`src/rtl/lcd_timing_gen.sv`:
```
// rtl/lcd_timing_gen.sv - LCD/VGA timing generator with pixel-request pipeline
module lcd_timing_gen #(
  parameter int H_ACTIVE = 800,
  parameter int H_FP     = 40,
  parameter int H_SYNC   = 128,
  parameter int H_BP     = 88,
  parameter int V_ACTIVE = 600,
  parameter int V_FP     = 1,
  parameter int V_SYNC   = 4,
  parameter int V_BP     = 23,
  parameter bit HS_POL   = 1'b1,
  parameter bit VS_POL   = 1'b1,
  parameter int COLOR_W  = 8,
  parameter int LAT      = 2,
  parameter int XY_W     = 12
) (
  input  logic               clk,
  input  logic               rst_n,
  input  logic               en,
  output logic               pix_req,
  output logic [XY_W-1:0]    pix_x,
  output logic [XY_W-1:0]    pix_y,
  output logic               frame_start,
  input  logic [COLOR_W-1:0] pix_r,
  input  logic [COLOR_W-1:0] pix_g,
  input  logic [COLOR_W-1:0] pix_b,
  output logic               hs,
  output logic               vs,
  output logic               de,
  output logic [COLOR_W-1:0] rgb_r,
  output logic [COLOR_W-1:0] rgb_g,
  output logic [COLOR_W-1:0] rgb_b
);

  localparam int H_TOTAL = H_ACTIVE + H_FP + H_SYNC + H_BP;
  localparam int V_TOTAL = V_ACTIVE + V_FP + V_SYNC + V_BP;

  localparam logic [XY_W-1:0] C_H_ACT  = XY_W'(H_ACTIVE);
  localparam logic [XY_W-1:0] C_HS_BEG = XY_W'(H_ACTIVE + H_FP);
  localparam logic [XY_W-1:0] C_HS_END = XY_W'(H_ACTIVE + H_FP + H_SYNC);
  localparam logic [XY_W-1:0] C_H_LAST = XY_W'(H_TOTAL - 1);
  localparam logic [XY_W-1:0] C_V_ACT  = XY_W'(V_ACTIVE);
  localparam logic [XY_W-1:0] C_VS_BEG = XY_W'(V_ACTIVE + V_FP);
  localparam logic [XY_W-1:0] C_VS_END = XY_W'(V_ACTIVE + V_FP + V_SYNC);
  localparam logic [XY_W-1:0] C_V_LAST = XY_W'(V_TOTAL - 1);

  typedef enum logic {ST_IDLE, ST_RUN} state_t;

  state_t             r_state;
  state_t             w_state_nxt;
  logic [XY_W-1:0]    r_h_cnt;
  logic [XY_W-1:0]    r_v_cnt;
  logic               w_run;
  logic               w_last;
  logic               w_req;
  logic               w_hs_i;
  logic               w_vs_i;
  logic               w_take;
  logic [LAT:0]       r_de_sr;
  logic [LAT:0]       r_hs_sr;
  logic [LAT:0]       r_vs_sr;
  logic [COLOR_W-1:0] r_rgb_r;
  logic [COLOR_W-1:0] r_rgb_g;
  logic [COLOR_W-1:0] r_rgb_b;

  assign w_last = (r_h_cnt == C_H_LAST) && (r_v_cnt == C_V_LAST);

  // State register
  always_ff @(posedge clk or negedge rst_n) begin
    if (!rst_n) r_state <= ST_IDLE;
    else        r_state <= w_state_nxt;
  end

  // Next state and run qualifier; the first en=1 cycle in IDLE is already pixel (0,0)
  always_comb begin
    w_state_nxt = r_state;
    w_run       = 1'b0;
    case (r_state)
      ST_IDLE: begin
        if (en) begin
          w_run       = 1'b1;
          w_state_nxt = ST_RUN;
        end
      end
      ST_RUN: begin
        w_run = 1'b1;
        if (w_last && !en) w_state_nxt = ST_IDLE;
      end
      default: w_state_nxt = ST_IDLE;
    endcase
    // keep request-stage outputs quiet while reset is held even if en is high
    if (!rst_n) w_run = 1'b0;
  end

  // H/V position counters; held at 0 while idle
  always_ff @(posedge clk or negedge rst_n) begin
    if (!rst_n) begin
      r_h_cnt <= '0;
      r_v_cnt <= '0;
    end else if (w_run) begin
      if (r_h_cnt == C_H_LAST) begin
        r_h_cnt <= '0;
        r_v_cnt <= (r_v_cnt == C_V_LAST) ? '0 : r_v_cnt + 1'b1;
      end else begin
        r_h_cnt <= r_h_cnt + 1'b1;
      end
    end else begin
      r_h_cnt <= '0;
      r_v_cnt <= '0;
    end
  end

  assign w_req  = w_run && (r_h_cnt < C_H_ACT) && (r_v_cnt < C_V_ACT);
  assign w_hs_i = w_run && (r_h_cnt >= C_HS_BEG) && (r_h_cnt < C_HS_END);
  assign w_vs_i = w_run && (r_v_cnt >= C_VS_BEG) && (r_v_cnt < C_VS_END);

  assign pix_req     = w_req;
  assign pix_x       = r_h_cnt;
  assign pix_y       = r_v_cnt;
  assign frame_start = w_run && (r_h_cnt == '0) && (r_v_cnt == '0);

  generate
    if (LAT == 0) begin : g_lat0
      assign w_take = w_req;
      // Single register stage: sync/de leave one cycle after the request
      always_ff @(posedge clk or negedge rst_n) begin
        if (!rst_n) begin
          r_de_sr <= '0;
          r_hs_sr <= '0;
          r_vs_sr <= '0;
        end else begin
          r_de_sr <= w_req;
          r_hs_sr <= w_hs_i;
          r_vs_sr <= w_vs_i;
        end
      end
    end else begin : g_latn
      // w_take marks the cycle where the render data for an earlier request arrives
      assign w_take = r_de_sr[LAT-1];
      // Delay line so sync/de come out LAT+1 cycles after the request, beside the colour
      always_ff @(posedge clk or negedge rst_n) begin
        if (!rst_n) begin
          r_de_sr <= '0;
          r_hs_sr <= '0;
          r_vs_sr <= '0;
        end else begin
          r_de_sr <= {r_de_sr[LAT-1:0], w_req};
          r_hs_sr <= {r_hs_sr[LAT-1:0], w_hs_i};
          r_vs_sr <= {r_vs_sr[LAT-1:0], w_vs_i};
        end
      end
    end
  endgenerate

  // Capture colour only for requested pixels so blanking is always black
  always_ff @(posedge clk or negedge rst_n) begin
    if (!rst_n) begin
      r_rgb_r <= '0;
      r_rgb_g <= '0;
      r_rgb_b <= '0;
    end else if (w_take) begin
      r_rgb_r <= pix_r;
      r_rgb_g <= pix_g;
      r_rgb_b <= pix_b;
    end else begin
      r_rgb_r <= '0;
      r_rgb_g <= '0;
      r_rgb_b <= '0;
    end
  end

  assign de    = r_de_sr[LAT];
  assign hs    = r_hs_sr[LAT] ^ ~HS_POL;
  assign vs    = r_vs_sr[LAT] ^ ~VS_POL;
  assign rgb_r = r_rgb_r;
  assign rgb_g = r_rgb_g;
  assign rgb_b = r_rgb_b;

endmodule
```
`config.mk`:
```
export PLATFORM = sky130hd
export DESIGN_NAME = lcd_timing_gen
export DESIGN_NICKNAME = d
export VERILOG_FILES = /design/src/rtl/lcd_timing_gen.sv
export SDC_FILE = /design/constraint.sdc
export NUM_CORES = 1
export LEC_CHECK = 0
export BUFFER_PORTS_ARGS = -buffer_cell sky130_fd_sc_hd__buf_2
export CELL_PAD_IN_SITES_DETAIL_PLACEMENT = 0
export CELL_PAD_IN_SITES_GLOBAL_PLACEMENT = 1
export CORE_MARGIN = 3
export CORE_UTILIZATION = 39
export DETAILED_ROUTE_END_ITERATION = 8
export PLACE_DENSITY_LB_ADDON = 0.1
export RECOVER_POWER = 100
export SLEW_MARGIN = 5
export SYNTH_ARGS = -nofsm -noshare
export SYNTH_HDL_FRONTEND = slang
export SYNTH_SLANG_ARGS = --single-unit
```
`constraint.sdc`:
```
create_clock -name clk -period 2 [get_ports clk]
set_clock_uncertainty 0.1 [all_clocks]
set_input_delay 0.2 -clock clk [delete_from_list [all_inputs] [get_ports clk]]
set_output_delay 0.2 -clock clk [all_outputs]
set_load 0.01 [all_outputs]
```
==> results of run 1 <==
## state kept, by name, summed over array words and instances (netlist names)
| register | flops |
|---|---|
| r_vs_sr | 3 |
| r_de_sr | 3 |
| r_state | 1 |
| rgb_b | 8 |
| rgb_g | 8 |
| pix_x | 12 |
| rgb_r | 8 |
| r_hs_sr | 3 |
| pix_y | 12 |
## through the flow
| step | std cells | setup WS [ns] | instance area, um^2 | total power [mW] |
|---|---|---|---|---|
| final | 453 | 0.0401 | 3770 | 2.43 |
| after global placement | 401 | 0.144 | 3190 | 1.46 |
| after CTS | 445 | 0.000312 | 3660 | 2.45 |
| after detailed placement | 401 | 0.0596 | 3190 | 1.46 |
| after floorplan | 232 | 0.243 | 2600 | 1.34 |
| after global routing | 453 | -0.0631 | 3770 | 2.55 |
## how the worst max path moves through the flow
| stage | startpoint | slack, ns | cells past startpoint | endpoint |
|---|---|---|---|---|
| CTS | pix_y[0] | 0.0003 | 7 | frame_start |
| global placement | pix_x[1] | 0.14 | 5 | pix_y[5] |
| finish | pix_x[10] | 0.04 | 5 | pix_req |
| global route | pix_x[0] | -0.06 | 8 | frame_start |
| detailed placement | pix_x[1] | 0.06 | 5 | pix_y[5] |
| floorplan | pix_y[3] | 0.24 | 6 | pix_y[9] |
## cell families (layout without fill, tap and decap cells)
kind of cell / Yosys count / after routing / share of synthesized area [%]
mux: 2 / 2 / 0.867
buf+inv: 17 / 161 / 3.85
fa+ha+maj: 6 / 6 / 2.89
simple gates: 111 / 111 / 25.1
compound gates: 30 / 30 / 8.72
flops: 58 / 58 / 55.9
xor+xnor: 8 / 8 / 2.70
## what timing repair did
action | 4_1_cts | 5_1_grt
pin swaps | 1 | 6
gates resized for setup | 5 | 25
setup endpoints to repair | 2 | 12
hold endpoints to repair | 83 | 0
hold buffers | 26 | 0
setup buffers | 2 | 8
## cell type report
type / count / area [um^2]
inverter: 6 / 25.0
multi-input combinational: 157 / 1150
tap: 77 / 96.3
timing repair buffer: 139 / 878
sequential: 58 / 1460
fill: 609 / 2610
clock inverter: 5 / 30.0
clock buffer: 11 / 141
## critical path: stages (launching register included)
cell and delay, ns:
dfrtp_1 0.40, nor2_2 0.14, nand2b_1 0.09, or3_4 0.36, nor3b_4 0.21, buf_6 0.14
## cell usage in the layout, fill, tap and decap left out, types with 3 or more instances in the layout
cell type      instances
dfrtp_2                3
inv_2                  3
o21ai_0                5
clkinv_2               3
nand3_1               10
dlygate4sd3_1         26
and2_1                14
o21ai_1                3
and2_0                14
nor2b_1                6
nor3_1                 7
a22o_1                 4
nor2_1                13
nand2_1               10
and3_1                 5
nor4_1                 5
nor3_2                 4
xor2_1                 3
dfrtp_1               55
buf_4                 31
buf_2                 47
xnor2_1                5
clkbuf_8              10
ha_1                   4
clkbuf_1              33
nand4_1                5
## routing by layer
metal / wire (um) / vias up
met2: 3120 / 70
met4: 61 / 0
li1: - / 1098
met3: 421 / 5
met5: 0 / -
met1: 3270 / 1071
## where the power goes
group          internal [mW]  switching [mW]  leakage [nW]  total, mW
registers               1.21          0.0225         0.765       1.23
logic                  0.129           0.131         0.899      0.259
clock network          0.476           0.465        0.0851      0.942
==> summary.md, run 1 <==
| Metric | Value |
|---|---|
| Hold crit path type | `in2reg` |
| Post-synth top flop | `dfrtp_1` |
| Maximum vdd drop | `416 uV` |
| Final setup vio count | `0` |
| Area of the die | `7670 um^2` |
| Hold_sp | `rst_n` |
| Largest net degree at the start of global routing | `59` |
| Vias in the first global route | `2,129` |
| Seq/Total Area, Yosys | `55.9%` |
| Via-to-Cell Ratio | `4.95` |
| P_leak | `1.75 nW` |
| Total CTS buffers | `9` |
| Max_cap viols | `0` |
| WHS Endpoint | `r_hs_sr[0]` |
| Area leader, netlist | `dfrtp_1` |
| Initial Util | `40.7%` |
| Synth Register Bits | `58` |
| Chip Width | `87.6 um` |
| Pwr Density | `645 nW/um^2` |
| Hold Path Depth | `4` |
| Avg Inst Size Synth | `11.2 um^2` |
| Input/output buffers | `79` |
| DRT iter0 DRCs | `65` |
| R2R depth | `5` |
| Via count | `2,244` |
| Post-synth ARST share | `100%` |
| Clock transition at path regs | `0.07 ns` |
| Ranking of synthesized cells by area | `dfrtp_1, and2_1, ha_1` |
| Crit. End Element | `primary output` |
| Number of synthesized flops with an enable pin | `0` |
| Num rows | `29` |
| Fin nets | `404` |
| R2R Path End | `pix_y[6]` |
| Worst Path Arrival | `1.66 ns` |
| RSZ-0062 raised after global routing | `true` |
| Syn_nets | `265` |
| H-tree depth | `3` |
| All-Layer GR Usage | `18.5%` |
| CTS tree | `yes` |
| Tmin final | `1.96 ns` |
| Met1 usage | `25.7%` |
| CTS root buffer | `clkbuf_8` |
| Worst-Margin Slew | `0.804 ns` |
| Met2 usage | `28.8%` |
| Yosys synthesis warning count | `0` |
| GR met3 Demand/Resource | `3.95%` |
| Mapped Cells | `232` |
| Final wirelength | `6.87 mm` |
| Layout area overhead | `45.3%` |
| CTS max path bufs | `2` |
| Synth cell count leaders | `dfrtp_1, and2_1, nor2_1` |
| Grt peak-use layer | `met2` |
| Endpoints failing hold | `0` |
| Share of post-route cells with drive strength above 1 | `33.5%` |
| Grt total ovfl | `0` |
| WHS | `0.176 ns` |
| Clock Latency Late Sink | `0.33 ns` |
| Gp weighted congestion | `0.791` |
| Nature of the critical path startpoint | `flop` |
| Final slew viol count | `0` |
| CP Class | `reg2out` |
| Yosys cell types | `47` |
| Status | `complete, no violations` |
| Top-area cell type share of the netlist area | `55.9%` |
| Final core utilization | `59.1%` |
| Detailed placement HPWL | `4.52 mm` |
| I/O Pins | `80` |
| Mapped Area | `2600 um^2` |
| Clock sinks | `58` |
| DR WL/cell | `15.2 um` |
| Most frequent cell after synthesis | `dfrtp_1` |
| Antenna viol nets, final | `0` |
| ANT cells | `0` |
| R2R Path Start | `pix_x[1]` |
| Iteration count of the initial detailed-routing pass | `4` |
| Max FO, Critical Path | `2` |
| Die height | `87.6 um` |
| Core ar. | `6390 um^2` |
| TNS Setup | `0 ns` |
| R2r setup slk | `0.09 ns` |
| Antenna violations before repair | `0` |
| F_max | `510 MHz` |
| Max-slew headroom | `46.4%` |
| First-pass GRT wire length | `10.8 mm` |
| Number of remaining DRC errors | `0` |
| Period Utilization, post-route | `98.0%` |
| WP data required | `1.70 ns` |
Note: power is estimated with default switching activity, not from simulation.
==> run 2: changes to the inputs <==
CTS_BUF_LIST = sky130_fd_sc_hd__clkbuf_16   (was default)
==> run 2 against run 1 <==
Net effect: die area did not move; global-route usage fell by 0.19 points; fmax increased by 0.51%; largest cell class unchanged; clock power increased by 42%; critical endpoint unchanged; first-iteration DRC count fell by 6.2%.
==> summary.md, run 2 (synthesized netlist as in run 1, its figures left out) <==
| Metric | Value |
|---|---|
| Worst Path Arrival | `1.65 ns (about the same)` |
| Chip Width | `87.6 um (unchanged)` |
| Fin nets | `393 (-2.7%)` |
| Area of the die | `7670 um^2 (unchanged)` |
| Initial Util | `40.7% (unchanged)` |
| Clock transition at path regs | `0.05 ns (-0.02 ns)` |
| Final slew viol count | `0 (unchanged)` |
| H-tree depth | `3 (unchanged)` |
| Vias in the first global route | `2,099 (-1.4%)` |
| I/O Pins | `80 (unchanged)` |
| Clock Latency Late Sink | `0.32 ns (about the same)` |
| Max-slew headroom | `50.7% (+4.3 points)` |
| First-pass GRT wire length | `10.7 mm (-1.1%)` |
| Final Cell Area | `3750 um^2 (-0.63%)` |
| Die height | `87.6 um (unchanged)` |
| Number of remaining DRC errors | `0 (unchanged)` |
| Nature of the critical path startpoint | `flop` |
| GR met3 Demand/Resource | `4.80% (+0.85 points)` |
| DP Area | `3190 um^2 (unchanged)` |
| Max_cap viols | `0 (unchanged)` |
| Iteration count of the initial detailed-routing pass | `4 (unchanged)` |
| Via count | `2,208 (-1.6%)` |
| F_max | `513 MHz (+0.51%)` |
| Core ar. | `6390 um^2 (unchanged)` |
| WP data required | `1.70 ns (about the same)` |
| Layout area overhead | `44.4%` |
| Max FO, Critical Path | `2 (unchanged)` |
| Most common cell after layout, fill and taps aside | `dfrtp_1` |
| Area of the multi-input gates | `1140 um^2 (-0.87%)` |
| Met2 usage | `27.9% (-0.96 points)` |
| TNS Setup | `0 ns (unchanged)` |
| Pwr Density | `752 nW/um^2 (+17%)` |
| ANT cells | `0 (unchanged)` |
| P_leak | `1.75 nW (+0.34%)` |
| Maximum vdd drop | `485 uV (+16%)` |
| Antenna violations before repair | `0 (unchanged)` |
| Fill cells | `609 (unchanged)` |
| Register area | `1460 um^2 (about the same)` |
| Largest net degree at the start of global routing | `59 (unchanged)` |
| All-Layer GR Usage | `18.3% (-0.19 points)` |
| Share of post-route cells with drive strength above 1 | `35.1% (+1.6 points)` |
| Hold crit path type | `in2reg` |
| Via-to-Cell Ratio | `5.00 (+0.84%)` |
| Gp weighted congestion | `0.791 (unchanged)` |
| DRT iter0 DRCs | `61 (-6.2%)` |
| Total CTS buffers | `9 (unchanged)` |
| Detailed placement HPWL | `4.52 mm (unchanged)` |
| Grt total ovfl | `0 (unchanged)` |
| Num rows | `29 (unchanged)` |
| Endpoints failing hold | `0 (unchanged)` |
| Clock sinks | `58 (unchanged)` |
| CTS tree | `yes` |
| CTS max path bufs | `2 (unchanged)` |
| Period Utilization, post-route | `97.5% (-0.49 points)` |
| Tmin final | `1.95 ns (-0.00985 ns)` |
| Met1 usage | `25.6% (-0.12 points)` |
| Final wirelength | `6.71 mm (-2.3%)` |
| Antenna viol nets, final | `0 (unchanged)` |
| Status | `complete, no violations` |
| Crit. End Element | `primary output` |
| CP Class | `reg2out` |
| Commonest cells after routing, fill and taps aside | `dfrtp_1, buf_2, buf_4` |
| DR WL/cell | `15.2 um (+0.18%)` |
| Input/output buffers | `79 (unchanged)` |
| Final setup vio count | `0 (unchanged)` |
| RSZ-0062 raised after global routing | `true` |
| Grt peak-use layer | `met2` |
| CTS root buffer | `clkbuf_16` |
| Worst-Margin Slew | `0.740 ns (-0.0642 ns)` |
run 2: path summary, 6_finish.rpt:
check / start / cells past startpoint / slack, ns / endpoint
setup / recovery: pix_x[10] / 5 / 0.05 / pix_req
hold / removal: pix_b[1] / 2 / 0.008 / rgb_b[1]
setup reg to reg: pix_x[0] / 6 / 0.12 / pix_y[6]
hold reg to reg: r_hs_sr[0] / 0 / 0.25 / r_hs_sr[1]
max in group asynchronous: rst_n / 3 / 0.76 / pix_y[0]
min in group asynchronous: rst_n / 3 / 0.51 / r_de_sr[2]
run 2: area by class of cell:
class	instances	share of cell area, %
clock buffers	9	6.01
repair buffers	128	20.6
well taps	77	2.57
flip-flops and latches	58	38.9
inverters	6	0.668
multi-input cells	157	30.3
clock inverters	7	1.00
run 2: repair_timing:
action	4_1_cts	5_1_grt
pin swaps	1	6
endpoints found under the setup margin	2	12
setup buffers	1	8
hold buffers	16	0
resized for setup	5	23
hold endpoints to repair	27	0
cloned	0	0
run 2: metal layers:
metal	share of wire (%)	wire length [um]
met1	48	3220
met2	45	3010
met3	6.4	429
met4	0.89	60
met5	0	0
run 2: per-stage QoR:
step / hold WS, ns / std cells / power, mW / util [%] / setup slack, ns
3_5_place_dp: 0.235 / 401 / 1.46 / 50.0 / 0.0596
5_1_grt: 0.00303 / 442 / 2.93 / 58.7 / -0.0382
3_3_place_gp: 0.232 / 401 / 1.46 / 50.0 / 0.144
2_1_floorplan: -0.196 / 232 / 1.34 / - / 0.243
6_report: 0.00779 / 442 / 2.82 / 58.7 / 0.0500
4_1_cts: 0.00201 / 434 / 2.83 / 57.0 / 0.0165
run 2: power by group:
group	switching, mW	total (mW)	internal [mW]
Sequential	0.0220	1.23	1.21
Clock	0.525	1.34	0.820
Combinational	0.126	0.238	0.113
Total	0.673	2.82	2.14
run 2: worst max-delay path, stage by stage, from the launching register on:
cell and delay [ns]:
dfrtp_1 0.39, nor2_2 0.15, nand2b_1 0.09, or3_4 0.35, nor3b_2 0.18, buf_2 0.17
==> run 3: changes to the inputs <==
CORE_UTILIZATION = 35   (was 39)
clock period = 1.7 ns   (was 2 ns; I/O delays follow)
==> run 3 against run 2 <==
Net effect: sequential share of layout area fell by 4.1 points; sequential power rose by 18%; hold slack improved by 0.20 ns; first-iteration DRC count rose by 25%; critical path type unchanged; the flow now finishes with violations (negative setup slack); highest routed layer unchanged; non-clock buffer count rose by 36.
==> summary.md, run 3 (synthesized netlist as in run 1, its figures left out) <==
| Metric | Value |
|---|---|
| Status | `finished, violations left` |
| Failing checks | `negative setup slack` |
| Final wirelength | `7.19 mm (+7.1%)` |
| Via-to-Cell Ratio | `4.74 (-5.2%)` |
| Comb pwr share | `10.4% (+1.9 points)` |
| Crit. End Element | `primary output` |
| DRT iter0 DRCs | `76 (+25%)` |
| R2r setup slk | `-0.16 ns (-0.28 ns)` |
| Vias in the first global route | `2,276 (+8.4%)` |
| Pwr Density | `806 nW/um^2 (+7.3%)` |
| Hold_sp | `rst_n` |
| Iteration count of the initial detailed-routing pass | `4 (unchanged)` |
| Max FO, Critical Path | `2 (unchanged)` |
| Psw | `809 uW (+20%)` |
| Total CTS buffers | `9 (unchanged)` |
| Worst-Margin Slew | `0.769 ns (+0.0288 ns)` |
| Endpoints failing hold | `0 (unchanged)` |
| WP data required | `1.43 ns (-0.27 ns)` |
| Fin nets | `429 (+9.2%)` |
| Num rows | `30 (+3.4%)` |
| Layout area overhead | `61.2%` |
| Chip Width | `92.1 um (+5.2%)` |
| Initial Util | `37.2% (-3.5 points)` |
| ANT cells | `0 (unchanged)` |
| Clock share of power | `46.7% (-1.0 points)` |
| Nature of the critical path startpoint | `flop` |
| Core ar. | `6980 um^2 (+9.3%)` |
| CTS max path bufs | `2 (unchanged)` |
| I/O Pins | `80 (unchanged)` |
| Sw frac | `24.0% (+0.11 points)` |
| Share of post-route cells with drive strength above 1 | `38.2% (+3.1 points)` |
| Maximum vdd drop | `514 uV (+6.1%)` |
| Place WS | `-0.0975 ns (-0.157 ns)` |
| Fin worst setup slack | `-0.234 ns (-0.284 ns)` |
| Clock sinks | `58 (unchanged)` |
| Met1 wire length | `3.21 mm (-0.37%)` |
| Number of remaining DRC errors | `0 (unchanged)` |
| Met2 wire len | `3.46 mm (+15%)` |
| Worst Path Arrival | `1.66 ns (about the same)` |
| DR WL/cell | `14.5 um (-4.8%)` |
| Final setup vio count | `22 (+22)` |
| Max-slew headroom | `48.7% (-1.9 points)` |
| Final core utilization | `59.9% (+1.2 points)` |
| Max_cap viols | `0 (unchanged)` |
| Period Utilization, post-route | `114%` |
| P_leak | `1.93 nW (+9.8%)` |
| Input/output buffers | `79 (unchanged)` |
| Antenna violations before repair | `0 (unchanged)` |
| Tmin final | `1.93 ns` |
| Hold crit path type | `in2reg` |
| Via count | `2,354 (+6.6%)` |
| RSZ-0062 raised after global routing | `true` |
| Commonest cells after routing, fill and taps aside | `dfrtp_1, buf_2, clkbuf_1` |
| Overall power | `3.37 mW (+20%)` |
| Detailed placement HPWL | `4.79 mm (+6.1%)` |
| Design internal power | `2.56 mW (+20%)` |
| Largest net degree at the start of global routing | `59 (unchanged)` |
| Post-Layout Cell Count | `497 (+12%)` |
| Die height | `92.1 um (+5.2%)` |
| Inst Count DP | `441 (+10%)` |
| CP Class | `reg2out` |
| Seq pwr share | `42.9% (-0.9 points)` |
| Clock Latency Late Sink | `0.32 ns (about the same)` |
| Final slew viol count | `0 (unchanged)` |
| Area of the die | `8490 um^2 (+11%)` |
| Gp weighted congestion | `0.793 (+0.25%)` |
| First-pass GRT wire length | `11.5 mm (+7.4%)` |
| Uppermost routed layer | `met4` |
| Clock transition at path regs | `0.05 ns (about the same)` |
| Met3 WL | `448 um (+4.4%)` |
| F_max | `517 MHz` |
| CTS tree | `yes` |
| All-Layer GR Usage | `17.4% (-0.87 points)` |
| Crit path from | `pix_x[11]` |
| CTS root buffer | `clkbuf_16` |
| Grt total ovfl | `0 (unchanged)` |
| Antenna viol nets, final | `0 (unchanged)` |
| H-tree depth | `3 (unchanged)` |
| Most common cell after layout, fill and taps aside | `dfrtp_1` |
| R2R Path Start | `pix_x[11]` |
-- run 3: layout make-up --
class | count | area (um^2)
well taps | 96 | 120
clock buffers | 9 | 225
inverters | 6 | 22.5
clock inverters | 7 | 37.5
flip-flops and latches | 58 | 1450
fillers | 640 | 2800
repair buffers | 164 | 1070
multi-input cells | 157 | 1260
-- run 3: worst max-delay path, stage by stage, from the launching register on --
cell and delay, ns:
dfrtp_1 0.41, nor2_4 0.15, nand2b_4 0.06, or3_4 0.36
nor3b_4 0.20, buf_2 0.17
-- run 3: power by group through the flow --
stage	Clock (mW)	Sequential [mW]	Combinational (mW)
after global routing	1.69	1.45	0.383
after global placement	0	1.47	0.269
final	1.58	1.45	0.350
after CTS	1.61	1.45	0.339
after detailed placement	0	1.47	0.270
after floorplan	0	1.49	0.0873
-- run 3: layer usage --
metal / vias to the layer above / global-route usage (%)
met5: - / 0
met4: 0 / 5.57
met3: 7 / 4.43
met2: 76 / 28.6
met1: 1124 / 22.5
li1: 1147 / -
-- run 3: worst paths after layout --
kind                                   end  cells past startpoint
worst min-delay path              pix_x[4]                      4
worst max register to register    pix_y[9]                      7
worst min register to register  r_hs_sr[1]                      0
max in group asynchronous         pix_x[0]                      3
worst max-delay path               pix_req                      5
min in group asynchronous         pix_x[7]                      3
-- run 3: repair_timing --
action	CTS	global route
pin swaps	13	8
hold buffers	26	0
gates resized for setup	26	28
buffers inserted	8	7
hold endpoints to repair	83	0
cloned	0	1
endpoints found under the setup margin	14	26
-- run 3: stage by stage --
stage / setup TNS, ns / hold WS (ns) / cell area [um^2]
2_1_floorplan: -0.0751 / -0.226 / 2610
3_3_place_gp: -0.473 / 0.234 / 3380
3_5_place_dp: -0.520 / 0.235 / 3380
4_1_cts: -2.98 / 0.224 / 4080
5_1_grt: -3.79 / 0.233 / 4190
6_report: -1.96 / 0.208 / 4190
